### config.mk
export PLATFORM = sky130hd
export DESIGN_NAME = dlx_issue_scoreboard
export DESIGN_NICKNAME = d
export VERILOG_FILES = /design/src/rtl/dlx_pkg.sv /design/src/rtl/reg_pending_table.sv /design/src/rtl/dlx_issue_scoreboard.sv
export SDC_FILE = /design/constraint.sdc
export NUM_CORES = 1
export LEC_CHECK = 0
export BUFFER_PORTS_ARGS = -buffer_cell sky130_fd_sc_hd__buf_2
export CELL_PAD_IN_SITES_DETAIL_PLACEMENT = 1
export CELL_PAD_IN_SITES_GLOBAL_PLACEMENT = 1
export CORE_MARGIN = 2
export CORE_UTILIZATION = 42
export CTS_BUF_LIST = sky130_fd_sc_hd__clkbuf_4 sky130_fd_sc_hd__clkbuf_8
export CTS_CLUSTER_SIZE = 40
export DETAILED_ROUTE_END_ITERATION = 10
export PLACE_DENSITY = 0.76
export SLEW_MARGIN = 20
export SYNTH_ARGS = -nofsm -noshare
export SYNTH_HDL_FRONTEND = slang
export SYNTH_SLANG_ARGS = --single-unit
### constraint.sdc
create_clock -name clk -period 2.83 [get_ports clk]
set_input_delay 0.566 -clock clk [delete_from_list [all_inputs] [get_ports clk]]
set_output_delay 0.566 -clock clk [all_outputs]
set_load 0.02 [all_outputs]
### src/rtl/dlx_pkg.sv
// Shared DLX issue-stage definitions: register-file geometry, multiply latency
// and the multiply sequencer state encoding.
package dlx_pkg;

    localparam int REG_W            = 5;
    localparam int NREG             = 32;
    localparam int MULT_LAT_DEFAULT = 4;
    localparam int CNT_W            = 4;

    typedef enum logic [1:0] {
        IDLE = 2'b00,
        BUSY = 2'b01,
        DONE = 2'b10
    } mult_state_e;

endpackage

### src/rtl/reg_pending_table.sv
// One pending-write bit per architectural register, with two source read
// ports and a destination (WAW) read port. A set beats a clear on the same bit.
module reg_pending_table
#(
    parameter int NREG  = dlx_pkg::NREG,
    parameter int REG_W = dlx_pkg::REG_W
)
(
    input  logic             clk,
    input  logic             rst_n,
    input  logic             set_en_i,
    input  logic [REG_W-1:0] set_idx_i,
    input  logic             clr_en_i,
    input  logic [REG_W-1:0] clr_idx_i,
    input  logic [REG_W-1:0] rd_a_idx_i,
    input  logic [REG_W-1:0] rd_b_idx_i,
    input  logic [REG_W-1:0] rd_w_idx_i,
    output logic             rd_a_o,
    output logic             rd_b_o,
    output logic             rd_w_o
);

    logic [NREG-1:0] pend_q;
    logic [NREG-1:0] pend_d;

    // NOTE: always_comb assigns every target a default first, so no path leaves
    // a bit unassigned and no latch is inferred.
    always_comb begin
        pend_d = pend_q;
        if (clr_en_i) pend_d[clr_idx_i] = 1'b0;
        // Applied after the clear so a new writer survives the old writer's retirement.
        if (set_en_i) pend_d[set_idx_i] = 1'b1;
        pend_d[0] = 1'b0;
    end

    // NOTE: the table is only NREG flops, not a RAM, so it is reset explicitly;
    // an in-flight bit surviving reset would stall the pipeline forever.
    always_ff @(posedge clk) begin
        if (!rst_n) pend_q <= '0;
        else        pend_q <= pend_d;
    end

    assign rd_a_o = pend_q[rd_a_idx_i];
    assign rd_b_o = pend_q[rd_b_idx_i];
    assign rd_w_o = pend_q[rd_w_idx_i];

endmodule

### src/rtl/dlx_issue_scoreboard.sv
// DLX issue-stage hazard controller: RAW/WAW/structural stall, WB->ID bypass
// selects, and the sequencer for the shared multi-cycle multiplier.
module dlx_issue_scoreboard
#(
    parameter int NREG     = dlx_pkg::NREG,
    parameter int MULT_LAT = dlx_pkg::MULT_LAT_DEFAULT
)
(
    input  logic                      clk,
    input  logic                      rst_n,
    input  logic                      issue_valid,
    input  logic [dlx_pkg::REG_W-1:0] rs1_id,
    input  logic [dlx_pkg::REG_W-1:0] rs2_id,
    input  logic                      use_rs1,
    input  logic                      use_rs2,
    input  logic [dlx_pkg::REG_W-1:0] rd_id,
    input  logic                      we_id,
    input  logic                      mult_id,
    input  logic [dlx_pkg::REG_W-1:0] rd_wb,
    input  logic                      we_wb,
    input  logic                      wb_grant,
    output logic                      stall_id,
    output logic                      bypass_rs1,
    output logic                      bypass_rs2,
    output logic                      mult_start,
    output logic                      mult_done,
    output logic [dlx_pkg::REG_W-1:0] mult_rd,
    output logic                      mult_busy
);

    import dlx_pkg::*;

    localparam logic [CNT_W-1:0] CNT_LOAD = CNT_W'(MULT_LAT - 1);

    mult_state_e      state_q, state_d;
    logic [CNT_W-1:0] cnt_q, cnt_d;
    logic [REG_W-1:0] mult_rd_q, mult_rd_d;

    logic issue_fire;
    logic pend_rs1, pend_rs2, pend_rd;
    logic clr_rs1, clr_rs2, clr_rd;
    logic raw_rs1, raw_rs2, waw_rd, struct_mult;

    reg_pending_table #(
        .NREG  (NREG),
        .REG_W (REG_W)
    ) u_pend (
        .clk        (clk),
        .rst_n      (rst_n),
        .set_en_i   (issue_fire & we_id & (rd_id != '0)),
        .set_idx_i  (rd_id),
        .clr_en_i   (we_wb),
        .clr_idx_i  (rd_wb),
        .rd_a_idx_i (rs1_id),
        .rd_b_idx_i (rs2_id),
        .rd_w_idx_i (rd_id),
        .rd_a_o     (pend_rs1),
        .rd_b_o     (pend_rs2),
        .rd_w_o     (pend_rd)
    );

    // A register retiring in WB this cycle is not a hazard: its value is bypassed.
    assign clr_rs1 = we_wb & (rd_wb == rs1_id);
    assign clr_rs2 = we_wb & (rd_wb == rs2_id);
    assign clr_rd  = we_wb & (rd_wb == rd_id);

    assign raw_rs1     = use_rs1 & pend_rs1 & ~clr_rs1;
    assign raw_rs2     = use_rs2 & pend_rs2 & ~clr_rs2;
    assign waw_rd      = we_id   & pend_rd  & ~clr_rd;
    assign struct_mult = mult_id & (state_q != IDLE);

    assign stall_id   = issue_valid & (raw_rs1 | raw_rs2 | waw_rd | struct_mult);
    assign issue_fire = issue_valid & ~stall_id;

    assign bypass_rs1 = use_rs1 & we_wb & (rd_wb == rs1_id) & (rs1_id != '0);
    assign bypass_rs2 = use_rs2 & we_wb & (rd_wb == rs2_id) & (rs2_id != '0);

    always_comb begin
        state_d   = state_q;
        cnt_d     = cnt_q;
        mult_rd_d = mult_rd_q;
        case (state_q)
            IDLE: begin
                if (issue_fire & mult_id) begin
                    state_d   = BUSY;
                    cnt_d     = CNT_LOAD;
                    mult_rd_d = rd_id;
                end
            end
            BUSY: begin
                // Leave BUSY on the decrement that brings cnt to zero, so the
                // result is ready exactly MULT_LAT cycles after issue.
                if (cnt_q <= CNT_W'(1)) begin
                    cnt_d   = '0;
                    state_d = DONE;
                end else begin
                    cnt_d = cnt_q - CNT_W'(1);
                end
            end
            DONE: begin
                if (wb_grant) state_d = IDLE;
            end
            default: state_d = IDLE;
        endcase
    end

    // NOTE: sequential state uses non-blocking assignments only, so every flop
    // samples the pre-edge values regardless of process ordering.
    always_ff @(posedge clk) begin
        if (!rst_n) begin
            state_q   <= IDLE;
            cnt_q     <= '0;
            mult_rd_q <= '0;
        end else begin
            state_q   <= state_d;
            cnt_q     <= cnt_d;
            mult_rd_q <= mult_rd_d;
        end
    end

    assign mult_start = issue_fire & mult_id & (state_q == IDLE);
    assign mult_done  = (state_q == DONE);
    assign mult_busy  = (state_q != IDLE);
    assign mult_rd    = mult_rd_q;

endmodule

==> results.toml, run 1 <==
[run_status]
status = "finished with violations"
violations = "negative setup slack"

[clocking]
cts_tree = "built"
insertion_delay_ps = 300
cts_root_buf = "clkbuf_8"
cts_hold_buffers = 0
clock_sinks = 42
cts_max_level = 2
cts_buffer_depth = 2
numCtsBuffers = 5
path_clk_slew_ps = 90

[logic_synthesis]
synth-seq-area-share_pct = 26.0
syn_avg_cell_area_um2 = 8.87
ys_top_cells_by_count = "nand2_1, dfxtp_1, a21oi_1, mux2i_1, a41o_1"
yosys.cell_types.count = 59
synth-seq-cells = 42
syn_inst = 365
synth_area_leaders = "dfxtp_1, mux2i_1, mux4_2"
syn-num-nets = 396
yosys_warnings = 0
synth_top_cell_by_area = "dfxtp_1"
synth_edf_count = 0
synth_ff_type = "dfxtp_1"
synthesis.area_um2 = 3240
netlist.area_leader.share_pct = 26.0
synth_most_common_cell = "nand2_1"
synth-async-reset-ratio_pct = 0

[die]
die_area_um2 = 8430
fp.dieH_um = 91.8
placementRows = 32
io_pins = 40
initial_core_util_pct = 42.5
die_x_um = 91.8
core_area_um2 = 7610

[setup_path]
path_cells = "buf_12, buf_8, mux2i_4, o32ai_2, a211oi_2, a41oi_2, buf_4, nor4_4, buf_4"
cp_max_fo = 6
worstSetupPathType = "input pin to output pin"
cp_data_arrival_time_ps = 2350
critPathTopFamily = "compound AO/OA/AOI/OAI gates"
critPathMaxStageDelay_ps = 370
rr_startpoint = "u_pend.pend_q[15]"
cp.depth = 9
critical_path.n_buffers_inverters = 4
crit_path_top_delay_cell = "a211oi_2"
r2r_cells = 8
cp-start-kind = "input pin"
worstPathRequired_ps = 2260
path_common_cell = "buf_4"
crit_path_end_kind = "output pin"
reg2reg_slack_ps = 380
worstReg2RegEnd = "mult_rd[3]"

[global_routing]
grt_pass1_vias = 3454
antenna_found_initial = 0
overflow = 0
track_usage_pct = 29.0
grt_max_degree = 37
grt_pass1_wl_mm = 18.8

[timing]
period_share_pct = 103
rsz0062_at_grt = "true"
slew-limit-headroom_pct = 51.3
min_period_ps = 2920
skew_ps = 13.4
max_slew.worst_pin.slew_ps = 727
fin_ws_ps = -87.6
setup_violations = 2
final_max_slew_viol_count = 0
finalHoldViolCount = 0
fmax_mhz = 343

[pwr]
fin_total_pwr_mw = 1.42
peakVddDrop_v = 0.000188
p_leak_nw = 1.81
power.density_nw_per_um2 = 351

[route]
drc = 0
vias = 3356
drt-initial-drc-count = 246
ant_nets = 0
routed_wl_mm = 12.3
vias_per_cell = 6.44
drt-pass1-iter-count = 5
wl_per_cell_um = 23.6

[cells_and_area]
final.fill_count = 905
final_layout_size_suffix_gt1_share_pct = 34.6
multi_input_area_um2 = 2320
regArea_um2 = 846
diodes = 0
nets = 449
syn_to_final_growth_pct = 25.2

[hold_path]
hp-class = "flop to flop"
min_from = "mult_rd[4]"
holdPathStages = 2
hold_end = "mult_rd[4]"

[place]
place_hpwl_mm = 8.69
dp_slack_ps = -293
globalplace.congestion = 1.02
port_buffers = 39

[run]
drv_cap = 0
-- registers in the layout (all words and copies together) (netlist names) --
name,count
cnt_q,4
mult_rd,5
state_q,2
u_pend.pend_q,31
-- metrics by stage --
step,hold WS [ps],util [%],cells,TNS (ps),instance area [µm²]
floorplan,484,-,365,0,3260
CTS,534,51.9,519,-123,3950
detailed placement,512,48.2,507,-6010,3670
finish,527,53.3,521,-141,4050
global placement,489,48.2,507,-2110,3670
global route,549,53.3,521,-167,4050
-- layout make-up --
type	count	area share (%)
timing repair buffer	81	15.8
clock buffer	7	2.22
sequential	42	20.9
clock inverter	1	0.123
multi-input combinational	281	57.1
tap	102	3.15
inverter	7	0.648
-- worst max path at each step --
stage               startpoint          to  slack, ps
floorplan             rd_id[1]    stall_id          8
global placement      rd_id[1]    stall_id       -200
detailed placement    rd_id[1]    stall_id       -290
CTS                   rd_id[1]  mult_start        -60
global route         rs1_id[0]  mult_start        -90
finish                rd_id[1]  mult_start        -90
-- per-layer routing --
| metal | GRT usage [%] | share of wire [%] |
|---|---|---|
| met5 | 0 | 0 |
| met4 | 12.4 | 4.0 |
| met3 | 3.62 | 5.9 |
| met2 | 50.5 | 50 |
| met1 | 36.1 | 40 |
-- cells in the final DEF (no fill, tap or decap), drive strengths merged, types with 11 or more instances in the layout --
master	count
buf	79
nand2	48
dfxtp	42
a21oi	32
a41o	31
mux2i	23
nor2	17
nor3	15
mux4	12
xnor2	11
nor2b	11
-- tightest hold or removal path, delay by kind of cell, from the launching register on --
| kind | cells | cell delay, ps |
|---|---|---|
| and+or+nand+nor | 1 | 100 |
| DFF | 1 | 330 |
| muxes | 1 | 60 |
-- power breakdown --
part | internal (mW) | switching, mW | total [mW]
clock network | 0.207 | 0.212 | 0.419
registers | 0.601 | 0.0105 | 0.612
logic | 0.164 | 0.228 | 0.391
-- what timing repair did --
action,in CTS,in global routing
buffers inserted,4,2
pin swaps,12,8
setup endpoints to repair,2,2
gates resized for setup,38,20
-- logic make-up after synthesis --
kind of cell | share of synthesized area (%)
adder cells (fa/ha/maj) | 0.773
AO/OA/AOI/OAI | 22.8
XOR/XNOR | 4.06
multiplexers | 18.2
buffers and inverters | 7.15
flip-flops | 26.0
AND/OR/NAND/NOR | 21.0
(Power assumes the default switching activity.)
==> run 2, diff against run 1 <==
ABC_AREA = 1   (was default)
CORE_UTILIZATION = 38   (was 42)
==> results.toml, run 2 <==
[timing]
period_share_pct = 94.5
fmax_mhz = 374
slew-limit-headroom_pct = 56.3
max_slew.worst_pin.slew_ps = 655
min_period_ps = 2670
final_max_slew_viol_count = 0
skew_ps = 6.19
hold_ws_ps = 470
finalHoldViolCount = 0
setup_violations = 0

[place]
globalplace.congestion = 0.958
place_hpwl_mm = 10.9
port_buffers = 39

[logic_synthesis]
synthesis.area_um2 = 3490
syn_inst = 593
yosys_warnings = 0
yosys.cell_types.count = 29
netlist.area_leader.share_pct = 24.1
syn_avg_cell_area_um2 = 5.88
synth_edf_count = 0
synth-async-reset-ratio_pct = 0
synth_area_leaders = "dfxtp_1, nand2_1, nand3_1"
synth-seq-cells = 42
synth_ff_type = "dfxtp_1"
ys_top_cells_by_count = "nand2_1, inv_1, nand3_1, nor2_1, o21ai_0"
synth-seq-area-share_pct = 24.1
synth_top_cell_by_area = "dfxtp_1"
syn-num-nets = 624
synth_most_common_cell = "nand2_1"

[clocking]
cts_tree = "built"
numCtsBuffers = 5
clock_sinks = 42
cts_max_level = 2
path_clk_slew_ps = 80
cts_root_buf = "clkbuf_8"
insertion_delay_ps = 300
cts_buffer_depth = 2

[setup_path]
crit_path_end = "mult_start"
worstPathRequired_ps = 2260
rr_startpoint = "u_pend.pend_q[24]"
cp_data_arrival_time_ps = 2110
r2r_cells = 15
cp-start-kind = "input pin"
reg2reg_slack_ps = 630
crit_path_end_kind = "output pin"
worstSetupPathType = "input pin to output pin"
worstSetupStartpoint = "rd_id[1]"
worstReg2RegEnd = "u_pend.pend_q[4]"
cp_max_fo = 13

[route]
vias_per_cell = 5.59
wl_per_cell_um = 18.8
drt-pass1-iter-count = 4
vias = 4186
drc = 0
drt-initial-drc-count = 195
ant_nets = 0
routed_wl_mm = 14.0

[cells_and_area]
syn_to_final_growth_pct = 15.3
final.fill_count = 1255
largest_reg_flops = 31
final_layout_size_suffix_gt1_share_pct = 18.9
layout_commonest_cell = "nand2_1"
layout_common_cells = "nand2_1, inv_1, nand3_1"
largest-register = "u_pend.pend_q"
diodes = 0
post-route-util_pct = 45.7
nets = 672

[run_status]
status = "finished clean"

[global_routing]
grt_pass1_vias = 4378
overflow = 0
grt_max_degree = 32
grt_pass1_wl_mm = 22.4
antenna_found_initial = 0
track_usage_pct = 29.1

[die]
die_x_um = 99.8
placementRows = 34
initial_core_util_pct = 39.6
die_area_um2 = 9960
io_pins = 40
core_area_um2 = 8810
fp.dieH_um = 99.8

[run]
drv_cap = 0

[hold_path]
hp-class = "flop to flop"

[pwr]
power.density_nw_per_um2 = 366
peakVddDrop_v = 0.000172
p_leak_nw = 1.76
[run 2: layout make-up]
class                   count  area, µm²  share of cell area [%]
clock inverters             1       30.0                   0.747
multi-input cells         452       2230                    55.4
clock buffers               6       82.6                    2.05
flip-flops and latches     42        841                    20.9
well taps                 108        135                    3.36
inverters                  76        288                    7.16
repair buffers             64        417                    10.4
[run 2: kinds of logic (layout without fill, tap and decap cells)]
family | count (synthesis) | count (layout) | share of synthesized area (%)
flops | 42 | 42 | 24.1
fa+ha+maj | 2 | 2 | 0.717
buf+inv | 99 | 147 | 12.2
xor+xnor | 2 | 2 | 0.502
compound gates | 108 | 108 | 18.3
simple gates | 340 | 340 | 44.3
[run 2: worst min path at each step]
stage                          start          to  slack (ps)  depth (start not counted)
after floorplan             cnt_q[1]    cnt_q[1]         460                          2
after global placement    mult_rd[4]  mult_rd[4]         450                          2
after detailed placement  mult_rd[4]  mult_rd[4]         460                          2
after CTS                 mult_rd[4]  mult_rd[4]         480                          2
after global routing      mult_rd[3]  mult_rd[3]         500                          2
final                     mult_rd[4]  mult_rd[4]         470                          2
[run 2: timing repair]
action	CTS	global route
endpoints found under the setup margin	0	2
buffers inserted	0	1
hold buffers	0	0
resized for setup	0	10
[run 2: worst max-delay path, cell delays in order]
cell,delay (ps)
buf_2,110
buf_4,190
buf_4,160
nand3_1,80
nand3_1,80
nand2_1,70
nand2_1,50
nor2_1,90
nand2_1,100
nand2_1,70
nand2_1,50
nor2_2,140
nand4_4,120
inv_2,80
buf_4,130
[run 2: where the power goes]
part | switching, mW | total [mW] | internal, mW | leakage (nW)
registers | 0.0103 | 0.613 | 0.602 | 0.339
logic | 0.244 | 0.360 | 0.116 | 1.37
clock network | 0.216 | 0.499 | 0.283 | 0.0573
total | 0.471 | 1.47 | 1.00 | 1.76
[run 2: metrics by stage]
stage	setup slack [ps]	instances	setup TNS, ps	total power, mW	instance area, µm²
floorplan	264	593	0	0.843	3490
global placement	68.2	741	0	0.970	3880
detailed placement	52.5	741	0	0.980	3880
CTS	42.5	748	0	1.48	4000
global route	-0.526	749	-0.526	1.54	4020
finish	156	749	0	1.47	4020
[run 2: per-layer routing]
layer	share of wire (%)	vias to the layer above	global-route usage [%]
met5	0	-	0
met2	47	133	48.5
met4	4.9	0	15.8
met1	44	1999	37.0
li1	-	2009	-
met3	4.8	45	2.99
==> run 3, diff against run 2 <==
REMOVE_ABC_BUFFERS = 1   (was default)
SETUP_SLACK_MARGIN = 0.1   (was default)
==> results.toml, run 3 (synthesis gave the netlist of run 2 again) <==
[timing]
finalHoldViolCount = 0
fmax_mhz = 380
final_max_slew_viol_count = 0
skew_ps = 9.59
period_share_pct = 93.0
max_slew.worst_pin.slew_ps = 688
min_period_ps = 2630
slew-limit-headroom_pct = 54.0
setup_violations = 0
timing.setup.tns_ps = 0
rsz0062_at_grt = "true"

[clocking]
cts_hold_buffers = 0
numCtsBuffers = 5
cts_buffer_depth = 2
clock_sinks = 42
cts_max_level = 2
cts_tree = "built"
cts_root_buf = "clkbuf_8"
insertion_delay_ps = 310
path_clk_slew_ps = 90

[die]
initial_core_util_pct = 39.6
core_area_um2 = 8810
fp.dieH_um = 99.8
die_area_um2 = 9960
die_x_um = 99.8
placementRows = 34
io_pins = 40

[pwr]
peakVddDrop_v = 0.000193
p_leak_nw = 1.79
power.density_nw_per_um2 = 360

[setup_path]
cp_max_fo = 7
worstSetupPathType = "input pin to output pin"
worstPathRequired_ps = 2260
cp_data_arrival_time_ps = 2070
cp-start-kind = "input pin"
crit_path_end_kind = "output pin"

[route]
drt-initial-drc-count = 291
wl_per_cell_um = 18.9
routed_wl_mm = 14.2
ant_nets = 0
vias = 4291
drt-pass1-iter-count = 4
vias_per_cell = 5.71
drc = 0

[global_routing]
grt_max_degree = 42
grt_pass1_vias = 4195
antenna_found_initial = 0
overflow = 0
grt_pass1_wl_mm = 22.3
track_usage_pct = 28.4

[run_status]
status = "finished clean"

[cells_and_area]
post-route-util_pct = 47.3
final.fill_count = 1256
layout_commonest_cell = "nand2_1"
largest-register = "u_pend.pend_q"
largest_reg_flops = 31
syn_to_final_growth_pct = 19.3
layout_common_cells = "nand2_1, inv_1, nand3_1"
final_layout_size_suffix_gt1_share_pct = 20.8
diodes = 0
nets = 674

[place]
place_hpwl_mm = 10.4
port_buffers = 39
globalplace.congestion = 0.993

[run]
drv_cap = 0

[hold_path]
hp-class = "flop to flop"
==> run 3: metrics by stage <==
stage	instances	instance area, µm²	total power, mW	hold WS [ps]	worst slack [ps]
floorplan	570	3350	0.813	465	429
global placement	738	3890	0.972	449	114
detailed placement	738	3890	0.981	454	95.1
CTS	746	4010	1.47	468	107
global route	752	4160	1.56	489	51.8
finish	752	4160	1.50	466	197
==> run 3: metal layers <==
metal  share of wire, %  GRT usage, %
met4                3.4          11.2
met1                 43          38.2
met2                 47          47.0
met5                  0             0
met3                6.6          2.58
==> run 3: final timing paths <==
| kind | from | to | slack [ps] | cells after the start |
|---|---|---|---|---|
| worst min-delay path | mult_rd[2] | mult_rd[2] | 470 | 2 |
| worst max register to register | u_pend.pend_q[24] | u_pend.pend_q[7] | 610 | 15 |
| worst max-delay path | rd_id[4] | stall_id | 200 | 12 |
| worst min register to register | mult_rd[2] | mult_rd[2] | 470 | 2 |
==> run 3: what timing repair did <==
action | CTS | global route
buffers inserted | 0 | 4
endpoints found under the setup margin | 2 | 2
gates resized for setup | 2 | 24
cloned | 0 | 2
pin swaps | 0 | 7
==> run 3: final cells by class <==
type / count / area (µm²) / share of cell area [%]
multi-input cells: 452 / 2280 / 54.7
repair buffers: 66 / 502 / 12.1
well taps: 108 / 135 / 3.25
inverters: 76 / 295 / 7.09
clock buffers: 5 / 68.8 / 1.65
clock inverters: 3 / 45.0 / 1.08
flip-flops and latches: 42 / 841 / 20.2
==> run 3: critical path, stage by stage <==
cell and delay, ps:
buf_2 200, inv_1 170, nor3_2 270, nand2_1 110, nand2_1 110, nor2_1 50
nand2_1 70, nand2_1 70, nand2_2 70, nor2_4 40, a21boi_0 140, buf_2 180
==> run 3: power by group <==
| part | switching, mW | internal [mW] |
|---|---|---|
| Sequential | 0.0105 | 0.602 |
| Clock | 0.235 | 0.263 |
| Combinational | 0.259 | 0.130 |
